File: config.mk
export PLATFORM = sky130hd
export DESIGN_NAME = conv_stream_pp
export DESIGN_NICKNAME = d
export VERILOG_FILES = /design/src/rtl/conv_pp_pkg.sv /design/src/rtl/conv_mem.sv /design/src/rtl/conv_sat_mac.sv /design/src/rtl/conv_stream_pp.sv
export SDC_FILE = /design/constraint.sdc
export NUM_CORES = 1
export LEC_CHECK = 0
export ABC_AREA = 1
export CORE_MARGIN = 2
export CORE_UTILIZATION = 25
export DETAILED_ROUTE_END_ITERATION = 10
export PLACE_DENSITY = 0.39
export SLEW_MARGIN = 30
export SYNTH_ARGS = -nofsm -noshare
export SYNTH_HDL_FRONTEND = slang
export SYNTH_SLANG_ARGS = --single-unit
export TNS_END_PERCENT = 50
File: constraint.sdc
create_clock -name clk -period 7.1 [get_ports clk]
set_input_delay 1.065 -clock clk [delete_from_list [all_inputs] [get_ports clk]]
set_output_delay 1.065 -clock clk [all_outputs]
set_load 0.03 [all_outputs]
File: src/rtl/conv_pp_pkg.sv
// Shared types and saturating-arithmetic helpers for the streaming convolver.
// Latency: n/a (types and pure functions only).
// Backpressure: n/a.
package conv_pp_pkg;

   typedef enum logic [1:0] {IDLE, MAC, DRAIN, OUT} conv_state_t;

   // Number of valid-mode outputs produced per x vector.
   function automatic int nout_f(input int lenx, input int lenf);
      return lenx - lenf + 1;
   endfunction

   // Largest value representable in a signed field of the given width.
   function automatic logic signed [63:0] ymax_f(input int width);
      return (64'sd1 <<< (width - 1)) - 64'sd1;
   endfunction

   // Smallest value representable in a signed field of the given width.
   function automatic logic signed [63:0] ymin_f(input int width);
      return -(64'sd1 <<< (width - 1));
   endfunction

   // Clamp a wide signed value into the signed range of the given width.
   function automatic logic signed [63:0] sat_w(input logic signed [63:0] value,
                                                input int                 width);
      if (value > ymax_f(width))
         return ymax_f(width);
      else if (value < ymin_f(width))
         return ymin_f(width);
      else
         return value;
   endfunction

endpackage

File: src/rtl/conv_mem.sv
// Simple dual-port memory: one synchronous write port, one registered read port.
// Latency: read data appears one clock after the read address.
// Backpressure: none; the owner sequences reads and writes.
// Ports: clk; we/waddr/wdata write port; raddr in, rdata out (registered).
module conv_mem #(
   parameter int WIDTH = 11,
   parameter int AW    = 5
)(
   input  logic             clk,
   input  logic             we,
   input  logic [AW-1:0]    waddr,
   input  logic [WIDTH-1:0] wdata,
   input  logic [AW-1:0]    raddr,
   output logic [WIDTH-1:0] rdata
);

   logic [WIDTH-1:0] mem [0:(1<<AW)-1];

   // Storage is deliberately not reset; readers only consume locations they
   // have previously written.
   always_ff @(posedge clk) begin
      if (we)
         mem[waddr] <= wdata;
      rdata <= mem[raddr];
   end

endmodule

File: src/rtl/conv_sat_mac.sv
// Registered multiply / saturate / accumulate stage for one convolution tap.
// Latency: acc reflects an enabled tap one clock after en.
// Backpressure: none; clr has priority over en, acc holds when neither is set.
// Ports: clk, reset (async active-low); clr, en controls; x, f signed operands; acc result.
module conv_sat_mac
   import conv_pp_pkg::*;
#(
   parameter int WIDTH = 11
)(
   input  logic                    clk,
   input  logic                    reset,
   input  logic                    clr,
   input  logic                    en,
   input  logic signed [WIDTH-1:0] x,
   input  logic signed [WIDTH-1:0] f,
   output logic signed [WIDTH-1:0] acc
);

   logic signed [2*WIDTH-1:0] prod;
   logic signed [WIDTH-1:0]   p_sat;
   logic signed [WIDTH:0]     sum;
   logic signed [WIDTH-1:0]   acc_nxt;

   // Product is clamped to WIDTH before accumulation; the sum is formed one bit
   // wider so overflow is visible to the second clamp.
   always_comb begin
      prod    = x * f;
      p_sat   = WIDTH'(sat_w(64'(prod), WIDTH));
      sum     = (WIDTH+1)'(acc) + (WIDTH+1)'(p_sat);
      acc_nxt = WIDTH'(sat_w(64'(sum), WIDTH));
   end

   always_ff @(posedge clk or negedge reset) begin
      if (!reset)
         acc <= '0;
      else if (clr)
         acc <= '0;
      else if (en)
         acc <= acc_nxt;
   end

endmodule

File: src/rtl/conv_stream_pp.sv
// Streaming 1-D valid-mode convolver, run-time filter, ping-pong x banks, saturating MAC.
// Latency: LENF+2 clocks from start of MAC to m_valid_y; LENF+3 clock output spacing.
// Backpressure: y held stable until m_ready_y, compute stalls; s_ready_x low while target bank full.
// Ports: clk, reset (async active-low); x stream (s_data_in_x/s_valid_x/s_ready_x);
//        filter stream (s_data_in_f/s_valid_f/s_ready_f, tap 0 first); y stream (m_data_out_y/m_valid_y/m_ready_y).
module conv_stream_pp
   import conv_pp_pkg::*;
#(
   parameter int WIDTH = 11,
   parameter int LENX  = 30,
   parameter int LENF  = 9,
   parameter int RELU  = 1,
   parameter int ADDRX = $clog2(LENX),
   parameter int ADDRF = $clog2(LENF)
)(
   input  logic                    clk,
   input  logic                    reset,
   input  logic signed [WIDTH-1:0] s_data_in_x,
   input  logic                    s_valid_x,
   output logic                    s_ready_x,
   input  logic signed [WIDTH-1:0] s_data_in_f,
   input  logic                    s_valid_f,
   output logic                    s_ready_f,
   output logic signed [WIDTH-1:0] m_data_out_y,
   output logic                    m_valid_y,
   input  logic                    m_ready_y
);

   // Keep counters at least one bit wide so single-entry configurations still elaborate.
   localparam int AX   = (ADDRX < 1) ? 1 : ADDRX;
   localparam int AF   = (ADDRF < 1) ? 1 : ADDRF;
   localparam int NOUT = nout_f(LENX, LENF);
   localparam logic [AX-1:0] X_LAST = AX'(LENX - 1);
   localparam logic [AX-1:0] I_LAST = AX'(NOUT - 1);
   localparam logic [AF-1:0] F_LAST = AF'(LENF - 1);

   conv_state_t             state;
   logic                    alive;
   logic                    w, r;
   logic [1:0]              full, full_nxt;
   logic [AX-1:0]           x_cnt, i_idx;
   logic [AF-1:0]           f_cnt, k_idx;
   logic                    f_valid;
   logic                    rd_vld, drain;
   logic                    x_acc, f_acc, x_last, done, idle;
   logic [AX:0]             x_waddr, x_raddr;
   logic [WIDTH-1:0]        x_rdata, f_rdata;
   logic signed [WIDTH-1:0] acc, y_nxt;

   assign x_acc   = s_valid_x && s_ready_x;
   assign f_acc   = s_valid_f && s_ready_f;
   assign x_last  = (x_cnt == X_LAST);
   assign done    = (state == OUT) && m_ready_y && (i_idx == I_LAST);
   assign idle    = (state == IDLE) && (full == 2'b00);

   // alive keeps both readies low through reset and releases them one clock later.
   assign s_ready_x = alive && !full[w];
   assign s_ready_f = alive && (!f_valid || idle);

   // Bank index is the address MSB: writer uses w, reader uses r.
   assign x_waddr = {w, x_cnt};
   assign x_raddr = {r, i_idx + AX'(k_idx)};

   assign y_nxt = ((RELU != 0) && (acc < 0)) ? '0 : acc;

   // Writer fill and reader release can land on different banks in one cycle.
   always_comb begin
      full_nxt = full;
      if (done)
         full_nxt[r] = 1'b0;
      if (x_acc && x_last)
         full_nxt[w] = 1'b1;
   end

   conv_mem #(.WIDTH(WIDTH), .AW(AX+1)) u_xmem (
      .clk   (clk),
      .we    (x_acc),
      .waddr (x_waddr),
      .wdata (s_data_in_x),
      .raddr (x_raddr),
      .rdata (x_rdata)
   );

   conv_mem #(.WIDTH(WIDTH), .AW(AF)) u_fmem (
      .clk   (clk),
      .we    (f_acc),
      .waddr (f_cnt),
      .wdata (s_data_in_f),
      .raddr (k_idx),
      .rdata (f_rdata)
   );

   conv_sat_mac #(.WIDTH(WIDTH)) u_mac (
      .clk   (clk),
      .reset (reset),
      .clr   ((state == MAC) && (k_idx == '0)),
      .en    (rd_vld),
      .x     ($signed(x_rdata)),
      .f     ($signed(f_rdata)),
      .acc   (acc)
   );

   // X bank writer.
   always_ff @(posedge clk or negedge reset) begin
      if (!reset) begin
         alive <= 1'b0;
         w     <= 1'b0;
         x_cnt <= '0;
         full  <= 2'b00;
      end else begin
         alive <= 1'b1;
         full  <= full_nxt;
         if (x_acc) begin
            if (x_last) begin
               x_cnt <= '0;
               w     <= ~w;
            end else begin
               x_cnt <= x_cnt + AX'(1);
            end
         end
      end
   end

   // Filter loader: any accepted tap invalidates until the last tap lands.
   always_ff @(posedge clk or negedge reset) begin
      if (!reset) begin
         f_cnt   <= '0;
         f_valid <= 1'b0;
      end else if (f_acc) begin
         if (f_cnt == F_LAST) begin
            f_cnt   <= '0;
            f_valid <= 1'b1;
         end else begin
            f_cnt   <= f_cnt + AF'(1);
            f_valid <= 1'b0;
         end
      end
   end

   // Compute FSM. DRAIN spends two cycles: one for the memory read, one for the MAC register.
   always_ff @(posedge clk or negedge reset) begin
      if (!reset) begin
         state        <= IDLE;
         r            <= 1'b0;
         i_idx        <= '0;
         k_idx        <= '0;
         drain        <= 1'b0;
         rd_vld       <= 1'b0;
         m_valid_y    <= 1'b0;
         m_data_out_y <= '0;
      end else begin
         rd_vld <= (state == MAC);
         case (state)
            IDLE: begin
               if (full[r] && f_valid) begin
                  k_idx <= '0;
                  state <= MAC;
               end
            end
            MAC: begin
               if (k_idx == F_LAST) begin
                  drain <= 1'b0;
                  state <= DRAIN;
               end else begin
                  k_idx <= k_idx + AF'(1);
               end
            end
            DRAIN: begin
               if (drain) begin
                  m_valid_y    <= 1'b1;
                  m_data_out_y <= y_nxt;
                  state        <= OUT;
               end else begin
                  drain <= 1'b1;
               end
            end
            OUT: begin
               if (m_ready_y) begin
                  m_valid_y <= 1'b0;
                  k_idx     <= '0;
                  if (i_idx == I_LAST) begin
                     i_idx <= '0;
                     r     <= ~r;
                     state <= IDLE;
                  end else begin
                     i_idx <= i_idx + AX'(1);
                     state <= MAC;
                  end
               end
            end
            default: state <= IDLE;
         endcase
      end
   end

endmodule

==> After elaboration in Yosys (flattened, before gate mapping) <==
Memories as Yosys holds them, arrays and structs flattened. A register that Yosys moved wholly into a read port is not among the register bits.
Index checks and enable logic that the tools add are counted.
Widths: inputs -> output; s select.
{ "classes": {"n_mux": 40, "reduce_logical": 30, "n_shift": 0, "eq_ne": 12, "n_div": 0, "n_lt_le_gt_ge": 9, "multipliers": 1, "bitwise_logic": 5, "n_addsub": 6} }
{ "ops": {"columns": ["op", "count"], "rows": [
  ["$mux 11", 7],
  ["$gt 22x11->1 const B", 1],
  ["$lt 22x11->1 const B", 1],
  ["$mul 11x11->22", 1],
  ["$mux 4", 4],
  ["$mux 1", 15],
  ["$add 11x11->12", 1],
  ["$gt 12x11->1 const B", 1],
  ["$logic_and 1x1->1", 12],
  ["$lt 12x11->1 const B", 1],
  ["$mux 2", 6],
  ["$pmux 4 s3", 1],
  ["$lt 11x1->1 const B", 1],
  ["$add 5x1->5 const B", 2],
  ["$eq 5x5->1 const B", 2],
  ["$mux 5", 2],
  ["$add 4x1->4 const B", 2],
  ["$eq 4x4->1 const B", 2],
  ["$pmux 2 s4", 1],
  ["$reduce_and 2->1", 4],
  ["$reduce_and 4->1", 2],
  ["$ne 2x2->1 const B", 3],
  ["$reduce_and 3->1", 2],
  ["$reduce_bool 2->1", 3],
  ["other kinds (17)", 26]
]} }
{ "word_totals": {"romBits": 0, "mem_count": 2, "ram_bits": 880, "latchBits": 0, "reg_bits": 51} }
{ "mem_list": {"columns": ["memory", "words", "width", "rd", "rd_ports_with_merged_regs", "write_ports", "line", "text"], "rows": [
  ["u_xmem.mem", 64, 11, 1, 1, 1, "conv_mem.sv:17", "logic [WIDTH-1:0] mem [0:(1<<AW)-1];"],
  ["u_fmem.mem", 16, 11, 1, 1, 1, "conv_mem.sv:17", null]
]} }

==> Logic depth before layout (Yosys ltp) <==
Gate-level depths: netlist of the first run.
{ "logic_depth": {"ltp_word": 10, "depth_mapped": 41, "depth_no_buf": 40} }

==> Modules after synthesis <==
From an unflattened synthesis of the first run, not the netlist that was laid out.
{ "unflattened": {"hier_cells": 4371, "area_unflattened_um2": 45268.4} }
{ "by_module_without_submodules": {"columns": ["module", "cells_each", "seq_area_each_um2", "n_inst", "area_per_inst_um2"], "rows": [
  ["conv_mem at u_xmem", 2446, 21360.5, 1, 28825.1],
  ["conv_mem at u_fmem", 747, 5505.3, 1, 7848.8],
  ["conv_sat_mac", 901, 275.3, 1, 6326.1],
  ["conv_stream_pp", 277, 975.9, 1, 2268.4]
]} }

==> Worst setup path after synthesis of the first run <==
Ideal clock, no wire load.
{ "synth_timing": {"path_type": "register to register", "startpoint": "register u_xmem.rdata[10], read port of u_xmem.mem", "endpoint": "register u_mac.acc[8]", "slack_ps": 730, "path_buffers": 1, "stages_incl_launch_ff": 38, "setup_time_ps": 116, "t_arrival_ps": 6253, "period_less_slack_ps": 6370, "path_cell_list": "dfxtp_1 > clkbuf_1 > nand2_1 > fa_1 > inv_1 > fa_1 > fa_1 > fa_1 > inv_1 > fa_1 > inv_1 > ha_1 > nand2_1 > inv_1 > a21oi_1 > nor2_1 > nor2_1 > nand2_1 > [2 not listed] > inv_1 > nand2_1 > nand2_1 > inv_1 > nand2_2 > nand2_1 > ha_1 > fa_1 > nand3_1 > nand2_1 > a31oi_1 > o21ai_0 > nand2_1 > nand3_1 > nand2_1 > nand2_1 > nand2_1 > nand2_1"} }
{ "synth_via": {"elab_chain_len": 10, "elab_cells_between_ends": 12, "cone_classes": "1 x add/sub; 1 x mul; 4 x order compare; 6 x mux"} }
{ "synth_lines": {"columns": ["item", "line", "text"], "rows": [
  ["start: declaration", "conv_mem.sv:14", "output logic [WIDTH-1:0] rdata"],
  ["$mul 11x11->22 (*)", "conv_sat_mac.sv:27", "prod = x * f;"],
  ["$lt 22x11->1", "conv_pp_pkg.sv:28", "else if (value < ymin_f(width))"],
  ["$mux 11", "conv_pp_pkg.sv:28", null],
  ["$mux 11 (*)", "conv_pp_pkg.sv:26", "if (value > ymax_f(width))"],
  ["$add 11x11->12 (*)", "conv_sat_mac.sv:29", "sum = (WIDTH+1)'(acc) + (WIDTH+1)'(p_sat);"],
  ["$lt 12x11->1", "conv_pp_pkg.sv:28", null],
  ["$mux 11", "conv_pp_pkg.sv:28", null],
  ["$mux 11 (*)", "conv_pp_pkg.sv:26", null],
  ["$mux 11 (*)", "conv_sat_mac.sv:38", "else if (en)"],
  ["$mux 11 (*)", "conv_sat_mac.sv:36", "else if (clr)"],
  ["end signal: assignment", "conv_sat_mac.sv:39", "acc <= acc_nxt;"],
  ["end: declaration", "conv_sat_mac.sv:16", "output logic signed [WIDTH-1:0] acc"]
]} }
Every way passes the cells marked *; elsewhere a longest branch is shown, timed or not. The select of a mux whose other input is x is not followed.
A chain may end at the register's enable or synchronous reset.

==> Worst setup path after layout of the first run <==
{ "layout_timing": {"startpoint": "register u_fmem.rdata[3], read port of u_fmem.mem", "endpoint": "register u_mac.acc[6]"} }
{ "layout_via": {"elab_chain_len": 10, "elab_cells_between_ends": 12, "cone_classes": "1 x add/sub; 1 x mul; 4 x order compare; 6 x mux"} }
{ "layout_lines": {"columns": ["item", "line"], "rows": [
  ["start: declaration", "conv_mem.sv:14"],
  ["$mul 11x11->22 (*)", "conv_sat_mac.sv:27"],
  ["$lt 22x11->1", "conv_pp_pkg.sv:28"],
  ["$mux 11", "conv_pp_pkg.sv:28"],
  ["$mux 11 (*)", "conv_pp_pkg.sv:26"],
  ["$add 11x11->12 (*)", "conv_sat_mac.sv:29"],
  ["$lt 12x11->1", "conv_pp_pkg.sv:28"],
  ["$mux 11", "conv_pp_pkg.sv:28"],
  ["$mux 11 (*)", "conv_pp_pkg.sv:26"],
  ["$mux 11 (*)", "conv_sat_mac.sv:38"],
  ["$mux 11 (*)", "conv_sat_mac.sv:36"]
]} }
Marks and branches as above.

==> reports/metrics.cfg, run 1 <==
[drt]
drt_iter0_drc = 1930
wl_per_cell_microns = 20.1
drc = 0
ant_nets = 0
firstDrtPassIters = 5
via_count = 27393
drt-total-wl_microns = 124000
avgViaCountPerCell = 4.47

[cells_and_area]
seq_area_sq_mm = 0.0282
multi_input_area_sq_mm = 0.0138
synthToLayoutAreaGrowth_pct = 16.2
drive_gt1_share_pct = 9.75
final_core_util_pct = 29.2
num-nets-final = 3946
fillers = 17891

[floorplan]
num_rows = 153
ios = 41
core_sq_mm = 0.173
die_w_microns = 421
die_h_microns = 421
die-area_sq_mm = 0.177
start_util_pct = 25.1

[placement]
dpl.hpwl_microns = 74900
routabilityCongestion = 0.787
portBuffers = 39

[global_routing]
grt_pass1_wl_microns = 184000
antenna_found_initial = 2
grt_max_degree = 133
grt_pass1_vias = 27334
overflow = 0
grtUsageTotal_pct = 13.7

[cts]
clk_pin_slew_ps = 60
cts.sinks = 952
cts_tree = built
root_buffer = clkbuf_16
cts_htree_levels = 3
clock_path_buffers = 3
hold_buffers = 0
clk_latency_ps = 740
numCtsBuffers = 104

[setup_path]
arrival_ps = 7310
crit_type = register to register
rrSetupSlack_ps = 420
startpoint = u_fmem.rdata[3]
crit_top_cell = nand2_1
slowest_delay_ps = 590
cp_max_fo = 8
critical_path.slowest_cell = fa_2
crit_path_end_kind = register
reg2reg_to = u_mac.acc[6]
r2r_cells = 37
crit_end = u_mac.acc[6]
start_kind = register
worstReg2RegStart = u_fmem.rdata[3]
crit_required_ps = 7730

[logic_synthesis]
synth.avg_cell_area_sq_um = 11.9
synth_xor_area_share_pct = 0.543
synth_edf_count = 880
postSynth.asyncResetShare_pct = 5.25
synth_compound_area_share_pct = 8.02
syn-cell-area_sq_mm = 0.0435
yosys-mux-area-fraction_pct = 2.02
synthDistinctLibCells = 45
synth_fa_ha_area_share_pct = 7.69
synth_fp_nets = 3874
synth-simple-area-share_pct = 12.6
ys_seq_elements = 952
yosys_warnings = 0
ys.flop_type = edfxtp_1
ys_seq_area_share_pct = 64.6
synth_top_family_by_area = simple AND/OR/NAND/NOR gates
syn_inst = 3651

[run_status]
status = finished clean

[sta]
drv_slew = 0
period_minus_slack_ps = 6680
relSlewSlack_pct = 32.8
clock_skew_ps = 55.1
finalCritPeriodShare_pct = 94.1
max_freq_ghz = 0.150
setup_viol = 0
worst-slew-pin-transition_ps = 1000
hold_viol_final = 0

[run]
maxCapViolations = 0

[hold_path]
min_path_type = register to register

cell families after synthesis:
logic type / Yosys count
adder cells (fa/ha/maj): 196
multiplexers: 88
flip-flops: 952
AND/OR/NAND/NOR: 1356
buffers and inverters: 493
XOR/XNOR: 24
other: 2
AO/OA/AOI/OAI: 540
worst max-delay path: cells and delay by family (launching register included):
kind                     cells  cell delay [ps]
adder cells (fa/ha/maj)      7             3110
buffers and inverters        6              440
AND/OR/NAND/NOR             22             2260
flip-flops                   1              340
AO/OA/AOI/OAI                1              260
XOR/XNOR                     1              180
cells in the mapped netlist, types with 3 or more instances:
master,n,area share (%)
edfxtp_1,880,61
nand2_1,564,4.9
nor2_1,526,4.5
inv_1,290,2.5
o21ai_0,277,3.2
nand3_1,202,2.3
clkbuf_1,124,1.1
fa_1,119,5.5
o221ai_1,98,2.0
mux2i_1,88,2.0
o32ai_1,88,1.8
ha_1,77,2.2
buf_2,58,0.67
dfrtp_1,50,2.9
a21oi_1,40,0.46
nand4_1,24,0.34
dfxtp_1,22,1.0
o22ai_1,15,0.22
xor2_1,14,0.28
a311oi_1,12,0.24
and2_1,12,0.17
nor3_1,12,0.14
buf_1,10,0.086
xnor2_1,8,0.16
buf_4,7,0.12
nand3b_1,5,0.086
nand2_2,3,0.043
layout make-up:
class                           count  share of cell area, %
Tap cell                         2325                   5.75
Sequential cell                   952                   55.7
Clock inverter                     45                  0.787
Timing Repair Buffer              163                   2.71
Clock buffer                      142                   5.55
Inverter                          294                   2.20
Multi-Input combinational cell   2208                   27.3
Antenna cell                        1                0.00495
state kept, by name (all words and copies together) (netlist names):
signal,flops
w,1
m_valid_y,1
alive,1
i_idx,5
k_idx,4
u_mac.acc,11
u_xmem.rdata,11
m_data_out_y,10
u_fmem.mem,176
rd_vld,1
f_cnt,4
u_fmem.rdata,11
drain,1
r,1
state,2
f_valid,1
u_xmem.mem,704
x_cnt,5
full,2
layer usage:
metal  share of wire (%)  track usage (%)
met5                   0                0
met1                  48             19.5
met4                 1.9             3.61
met3                 3.7             1.71
met2                  46             21.9
through the flow:
stage	instance area (sq um)	setup slack, ps	cells	setup TNS, ps	hold slack, ps
finish	50600	417	6130	0	487
global route	50600	-35.7	6130	-132	527
CTS	50200	66.5	6122	0	478
detailed placement	47000	59.8	5935	0	476
global placement	47000	67.2	5934	0	471
floorplan	43500	730	3651	0	468
worst min path at each step:
stage / from / endpoint / slack, ps / cells past startpoint
2_1_floorplan: f_valid / f_valid / 470 / 2
3_3_place_gp: m_data_out_y[0] / m_data_out_y[0] / 470 / 2
6_report: m_data_out_y[3] / m_data_out_y[3] / 490 / 2
4_1_cts: reset / full[1] / 480 / 2
3_5_place_dp: m_data_out_y[3] / m_data_out_y[3] / 480 / 2
5_1_grt: m_data_out_y[6] / m_data_out_y[6] / 530 / 2
placed cells by master, fill, tap and decap left out, types with 98 or more instances in the layout:
cell       instances
edfxtp_1         880
fa_1             116
nand3_1          199
clkbuf_16        105
inv_1            285
o221ai_1          98
nand2_1          557
buf_4            115
nor2_1           499
o21ai_0          277
timing repair:
action                                  4_1_cts  5_1_grt
buffers inserted                              0        5
resized for setup                             0       76
endpoints found under the setup margin        0       11
Power of run 1 is left out: the tool's default activity adds up to more than one toggle a clock period on the data nets, which glitch-free logic cannot reach.
==> run 2: changes to the inputs <==
- clock period: 7.1 -> 7.2 ns (I/O delays scaled with it)
==> run 2 against run 1 <==
Setup slack gained 20 ps. Non-clock buffer count grew 3. Hold slack better by 2.3 ps. Global-route usage is 0.17 points higher. Fmax decreased by 1.2%.
==> reports/metrics.cfg, run 2 (synthesis gave the netlist of run 1 again) <==
[setup_path]
path_delay_family = adder cells
crit_type = register to register
slowest_delay_ps = 510  ; -80 ps
rrSetupSlack_ps = 440  ; +20 ps
cp_max_fo = 8  ; unchanged
worst-path-buf-inv = 6  ; unchanged
crit_path_end_kind = register
crit_end = u_mac.acc[5]
crit_required_ps = 7800  ; +70 ps
crit_top_cell = nand2_1
worstReg2RegStart = u_fmem.rdata[4]
reg2reg_to = u_mac.acc[5]
worst-path-stages = 36  ; -2.7%
start_kind = register
startpoint = u_fmem.rdata[4]
critical_path.slowest_cell = fa_1
arrival_ps = 7360  ; +50 ps
r2r_cells = 36  ; -2.7%

[placement]
portBuffers = 39  ; unchanged
routabilityCongestion = 0.807  ; +2.5%
dpl.hpwl_microns = 76200  ; +1.7%
placed_cell_area_sq_mm = 0.0470  ; about the same

[global_routing]
overflow = 0  ; unchanged
grt_max_degree = 133  ; unchanged
grtUsageTotal_pct = 13.9  ; +0.17 points
grt_pass1_wl_microns = 187000  ; +1.6%
grt_pass1_vias = 27560  ; +0.83%
antenna_found_initial = 2  ; unchanged

[cells_and_area]
synthToLayoutAreaGrowth_pct = 16.6
top_register = u_xmem.mem
final_cell_mix = edfxtp_1 (880), nand2_1 (557), nor2_1 (501), inv_1 (284), o21ai_0 (276)
drive_gt1_share_pct = 10.1  ; +0.31 points
num-nets-final = 3950  ; +0.10%
final_common_cell = edfxtp_1
top_regs = u_xmem.mem x704, u_fmem.mem x176
finalInstanceArea_sq_mm = 0.0508  ; +0.36%
largest_reg_flops = 704  ; unchanged

[sta]
max_freq_ghz = 0.148  ; -1.2%
clock_skew_ps = 83.0  ; +27.9 ps
period_minus_slack_ps = 6760  ; +79.9 ps
hold_viol_final = 0  ; unchanged
worst-slew-pin-transition_ps = 948  ; -56.8 ps
finalCritPeriodShare_pct = 93.9  ; -0.20 points
drv_slew = 0  ; unchanged
setup_viol = 0  ; unchanged
relSlewSlack_pct = 36.6  ; +3.8 points

[floorplan]
start_util_pct = 25.1  ; unchanged
die_h_microns = 421  ; unchanged
ios = 41  ; unchanged
num_rows = 153  ; unchanged
core_sq_mm = 0.173  ; unchanged
die-area_sq_mm = 0.177  ; unchanged
die_w_microns = 421  ; unchanged

[cts]
clk_pin_slew_ps = 60  ; about the same
cts_htree_levels = 3  ; unchanged
clock_path_buffers = 3  ; unchanged
root_buffer = clkbuf_16
clk_latency_ps = 740  ; about the same
hold_buffers = 0  ; unchanged
cts.sinks = 952  ; unchanged
numCtsBuffers = 104  ; unchanged
cts_tree = built

[drt]
wl_met1_microns = 59800  ; +0.66%
wl_per_cell_microns = 20.3  ; +0.67%
wl_met3_microns = 4880  ; +6.0%
avgViaCountPerCell = 4.49  ; +0.41%
ant_nets = 0  ; unchanged
drt-total-wl_microns = 125000  ; +0.87%
met2WireLength_microns = 57600  ; +0.88%
drc = 0  ; unchanged
via_count = 27558  ; +0.60%
drt_iter0_drc = 1944  ; +0.73%
firstDrtPassIters = 7  ; +2
routed.top_layer = met4

[run]
maxCapViolations = 0  ; unchanged

[hold_path]
hp-start = m_data_out_y[8]
min_path_type = register to register

[run_status]
status = finished clean

==> run 2: cell types whose count changed in the layout (fill, tap and decap cells not counted), sizes merged <==
| cell | delta |
|---|---|
| buf | +3 |
| clkbuf | -7 |
| bufinv | +6 |
| clkinvlp | +2 |
| inv | -1 |
| nand2 | +1 |
| clkinv | +8 |
==> run 2: layout make-up <==
cell class,count,area (sq um)
Clock inverter,60,677
Sequential cell,952,28100
Tap cell,2325,2910
Inverter,294,1120
Timing Repair Buffer,166,1370
Multi-Input combinational cell,2209,13800
Fill cell,17869,123000
Antenna cell,1,2.50
Clock buffer,135,2780
==> run 2: worst min-delay path: cells and delay by family, from the launching register on <==
| family | cells | cell delay, ps |
|---|---|---|
| AOI/OAI and AO/OA | 1 | 60 |
| and+or+nand+nor | 1 | 50 |
| DFF | 1 | 340 |
==> run 2: repair_timing <==
item / CTS / global route
endpoints found under the setup margin: 0 / 11
setup buffers: 0 / 4
gates resized for setup: 0 / 61
==> run 2: worst min-delay path by stage <==
| stage | endpoint | slack (ps) | cells past startpoint |
|---|---|---|---|
| after floorplan | f_valid | 470 | 2 |
| after global placement | m_data_out_y[2] | 480 | 2 |
| after detailed placement | m_data_out_y[8] | 480 | 2 |
| after CTS | x_cnt[4] | 490 | 2 |
| after global routing | m_data_out_y[8] | 510 | 2 |
| final | m_data_out_y[8] | 490 | 2 |
==> run 2: stage by stage <==
step	cells	util (%)	setup slack (ps)	setup TNS, ps	hold WS, ps
CTS	6134	29.1	117	0	490
global route	6141	29.3	-43.2	-125	512
floorplan	3651	-	830	0	468
global placement	5935	27.1	235	0	480
finish	6142	29.3	437	0	490
detailed placement	5939	27.1	145	0	482
==> run 2: per-layer routing <==
| layer | up-vias | track usage (%) |
|---|---|---|
| met4 | 0 | 3.58 |
| li1 | 13051 | - |
| met5 | - | 0 |
| met3 | 133 | 1.66 |
| met1 | 13899 | 19.8 |
| met2 | 475 | 22.2 |
Power of run 2 is left out for the same reason.
==> run 3: changes to the inputs <==
- ABC_AREA: 1 -> not set
==> run 3 against run 2 <==
The run now ends with setup timing left. Non-clock buffer count up 63. Via count down 22%. Wire length down 9.8%. Synthesized area down 3.2%. Setup slack worse by 750 ps. Final cell count down 21%. Global-route usage down 0.87 points. Sequential share of layout area up 0.34 points. Die area down 3.2%. Design area down 0.58%. Clock skew down 36 ps. Largest cell class unchanged. Highest routed layer unchanged.
==> reports/metrics.cfg, run 3 <==
[placement]
routabilityCongestion = 0.788  ; -2.4%
portBuffers = 39  ; unchanged
dpl.hpwl_microns = 70700  ; -7.2%
dpl.cell_count = 4657  ; -22%

[sta]
drv_slew = 0  ; unchanged
rsz0062_at_grt = yes
clock_skew_ps = 46.6  ; -36.4 ps
period_minus_slack_ps = 7510  ; +747 ps
hold_viol_final = 0  ; unchanged
worst-slew-pin-transition_ps = 1060  ; +110 ps
relSlewSlack_pct = 29.3  ; -7.4 points
setup_ws_ps = -310  ; -747 ps
setup_viol = 11  ; +11
max_freq_ghz = 0.133  ; -9.9%
finalCritPeriodShare_pct = 104  ; +10 points

[drt]
wl_per_cell_microns = 23.0  ; +14%
via_count = 21394  ; -22%
firstDrtPassIters = 7  ; unchanged
ant_nets = 0  ; unchanged
drt_iter0_drc = 1373  ; -29%
drc = 0  ; unchanged
avgViaCountPerCell = 4.38  ; -2.3%
drt-total-wl_microns = 112000  ; -9.8%

[logic_synthesis]
ys_seq_area_share_pct = 66.7  ; +2.2 points
syn_inst = 2354  ; -36%
synth_edf_count = 880  ; unchanged
postSynth.asyncResetShare_pct = 5.25  ; unchanged
ys.flop_type = edfxtp_1
synth_fp_nets = 2577  ; -33%
synth_most_common_cell = edfxtp_1
synth.avg_cell_area_sq_um = 17.9  ; +50%
ys_seq_elements = 952  ; unchanged
yosys_warnings = 0  ; unchanged
yosysTopAreaCell = edfxtp_1
syn-cell-area_sq_mm = 0.0421  ; -3.2%
yosysTopAreaCellShare_pct = 62.7  ; +2.0 points
synth_common_cells = edfxtp_1 (880), mux4_2 (253), inv_1 (169)
synthDistinctLibCells = 64  ; +42%
synth.area.top_cells = edfxtp_1 (63%), mux4_2 (14%), fa_1 (5.7%)

[hold_path]
min_path_type = register to register

[cts]
cts_tree = built
clk_pin_slew_ps = 60  ; about the same
clock_path_buffers = 3  ; unchanged
hold_buffers = 0  ; unchanged
root_buffer = clkbuf_16
cts.sinks = 952  ; unchanged
cts_htree_levels = 3  ; unchanged
numCtsBuffers = 108  ; +3.8%
clk_latency_ps = 740  ; about the same

[global_routing]
grt_pass1_wl_microns = 163000  ; -13%
grt_max_degree = 89  ; -33%
antenna_found_initial = 5  ; +3
grt_pass1_vias = 22934  ; -17%
overflow = 0  ; unchanged
grtUsageTotal_pct = 13.0  ; -0.87 points

[setup_path]
critical_path.slowest_cell = fa_2
cp_max_fo = 6  ; -2
crit_required_ps = 7780  ; -20 ps
crit_top_cell = inv_2
crit_path_end_kind = register
crit_type = register to register
arrival_ps = 8090  ; +730 ps
start_kind = register
slowest_delay_ps = 540  ; +30 ps

[cells_and_area]
final_common_cell = edfxtp_1
num-nets-final = 2803  ; -29%
synthToLayoutAreaGrowth_pct = 19.8
largest_reg_flops = 704  ; unchanged
final_cell_mix = edfxtp_1 (880), mux4_2 (253), buf_4 (176), inv_1 (160), nand2_1 (127)
top_regs = u_xmem.mem x704, u_fmem.mem x176
top_register = u_xmem.mem
drive_gt1_share_pct = 29.1  ; +19 points
instances_no_fill = 4880  ; -21%

[run_status]
status = finished with violations
violations = setup timing

[floorplan]
die_w_microns = 414  ; -1.6%
die_h_microns = 414  ; -1.6%
num_rows = 150  ; -2.0%
die-area_sq_mm = 0.172  ; -3.2%
ios = 41  ; unchanged
start_util_pct = 25.2  ; +0.092 points
core_sq_mm = 0.167  ; -3.6%

[run]
maxCapViolations = 0  ; unchanged

## run 3: logic make-up after synthesis
kind of cell	after synthesis	share of synthesized area, %
fa+ha+maj	196	7.94
xor+xnor	40	0.832
flops	952	66.7
mux	302	14.7
buf+inv	284	2.61
compound gates	203	3.06
other cells	2	0.0178
simple gates	375	4.07
## run 3: through the flow
| stage | hold WS [ps] | utilization (%) | setup TNS, ps | area, sq um | setup WS [ps] |
|---|---|---|---|---|---|
| floorplan | 479 | - | -399 | 42300 | -43.4 |
| global placement | 474 | 27.6 | -4000 | 46200 | -387 |
| detailed placement | 480 | 27.7 | -4850 | 46400 | -487 |
| CTS | 493 | 30.0 | -3180 | 50200 | -343 |
| global route | 520 | 30.2 | -5240 | 50500 | -529 |
| finish | 485 | 30.2 | -2660 | 50500 | -310 |
## run 3: routing by layer
layer  track usage (%)  share of wire [%]  vias to the layer above  wire length [microns]
li1                  -                  -                     9509                      -
met1              17.5                 45                    11341                  50600
met2              21.5                 49                      396                  54900
met3              2.46                4.1                      148                   4570
met4              3.21                2.1                        0                   2350
met5                 0                  0                        -                      0
## run 3: worst paths after layout
kind / start / endpoint / slack [ps] / depth (start not counted)
worst min register to register: m_data_out_y[5] / m_data_out_y[5] / 490 / 2
worst max register to register: u_xmem.rdata[5] / u_mac.acc[5] / -310 / 30
max in group asynchronous: reset / k_idx[0] / 6060 / 2
worst max-delay path: u_xmem.rdata[5] / u_mac.acc[5] / -310 / 30
min in group asynchronous: reset / u_mac.acc[8] / 540 / 2
worst min-delay path: m_data_out_y[5] / m_data_out_y[5] / 490 / 2
## run 3: final cells by class
cell class / count / area (sq um)
multi-input cells: 1119 / 13500
well taps: 2204 / 2760
diodes: 3 / 7.51
clock buffers: 151 / 2970
flip-flops and latches: 952 / 28200
clock inverters: 52 / 572
fillers: 16367 / 117000
repair buffers: 229 / 1850
inverters: 170 / 638
## run 3: timing repair
item,in CTS,in global routing
hold endpoints to repair,0,0
gates cloned,1,1
resized for setup,61,54
setup buffers,7,8
endpoints found under the setup margin,11,11
pin swaps,41,25
## run 3: critical path: cells and delay by family, from the launching register on
| kind | cells | cell delay (ps) |
|---|---|---|
| adders and majority gates | 7 | 3040 |
| DFF | 1 | 350 |
| and+or+nand+nor | 4 | 910 |
| AOI/OAI and AO/OA | 12 | 2500 |
| buffers and inverters | 6 | 410 |
| xor gates and xnor gates | 1 | 150 |
Power of run 3 is left out for the same reason.
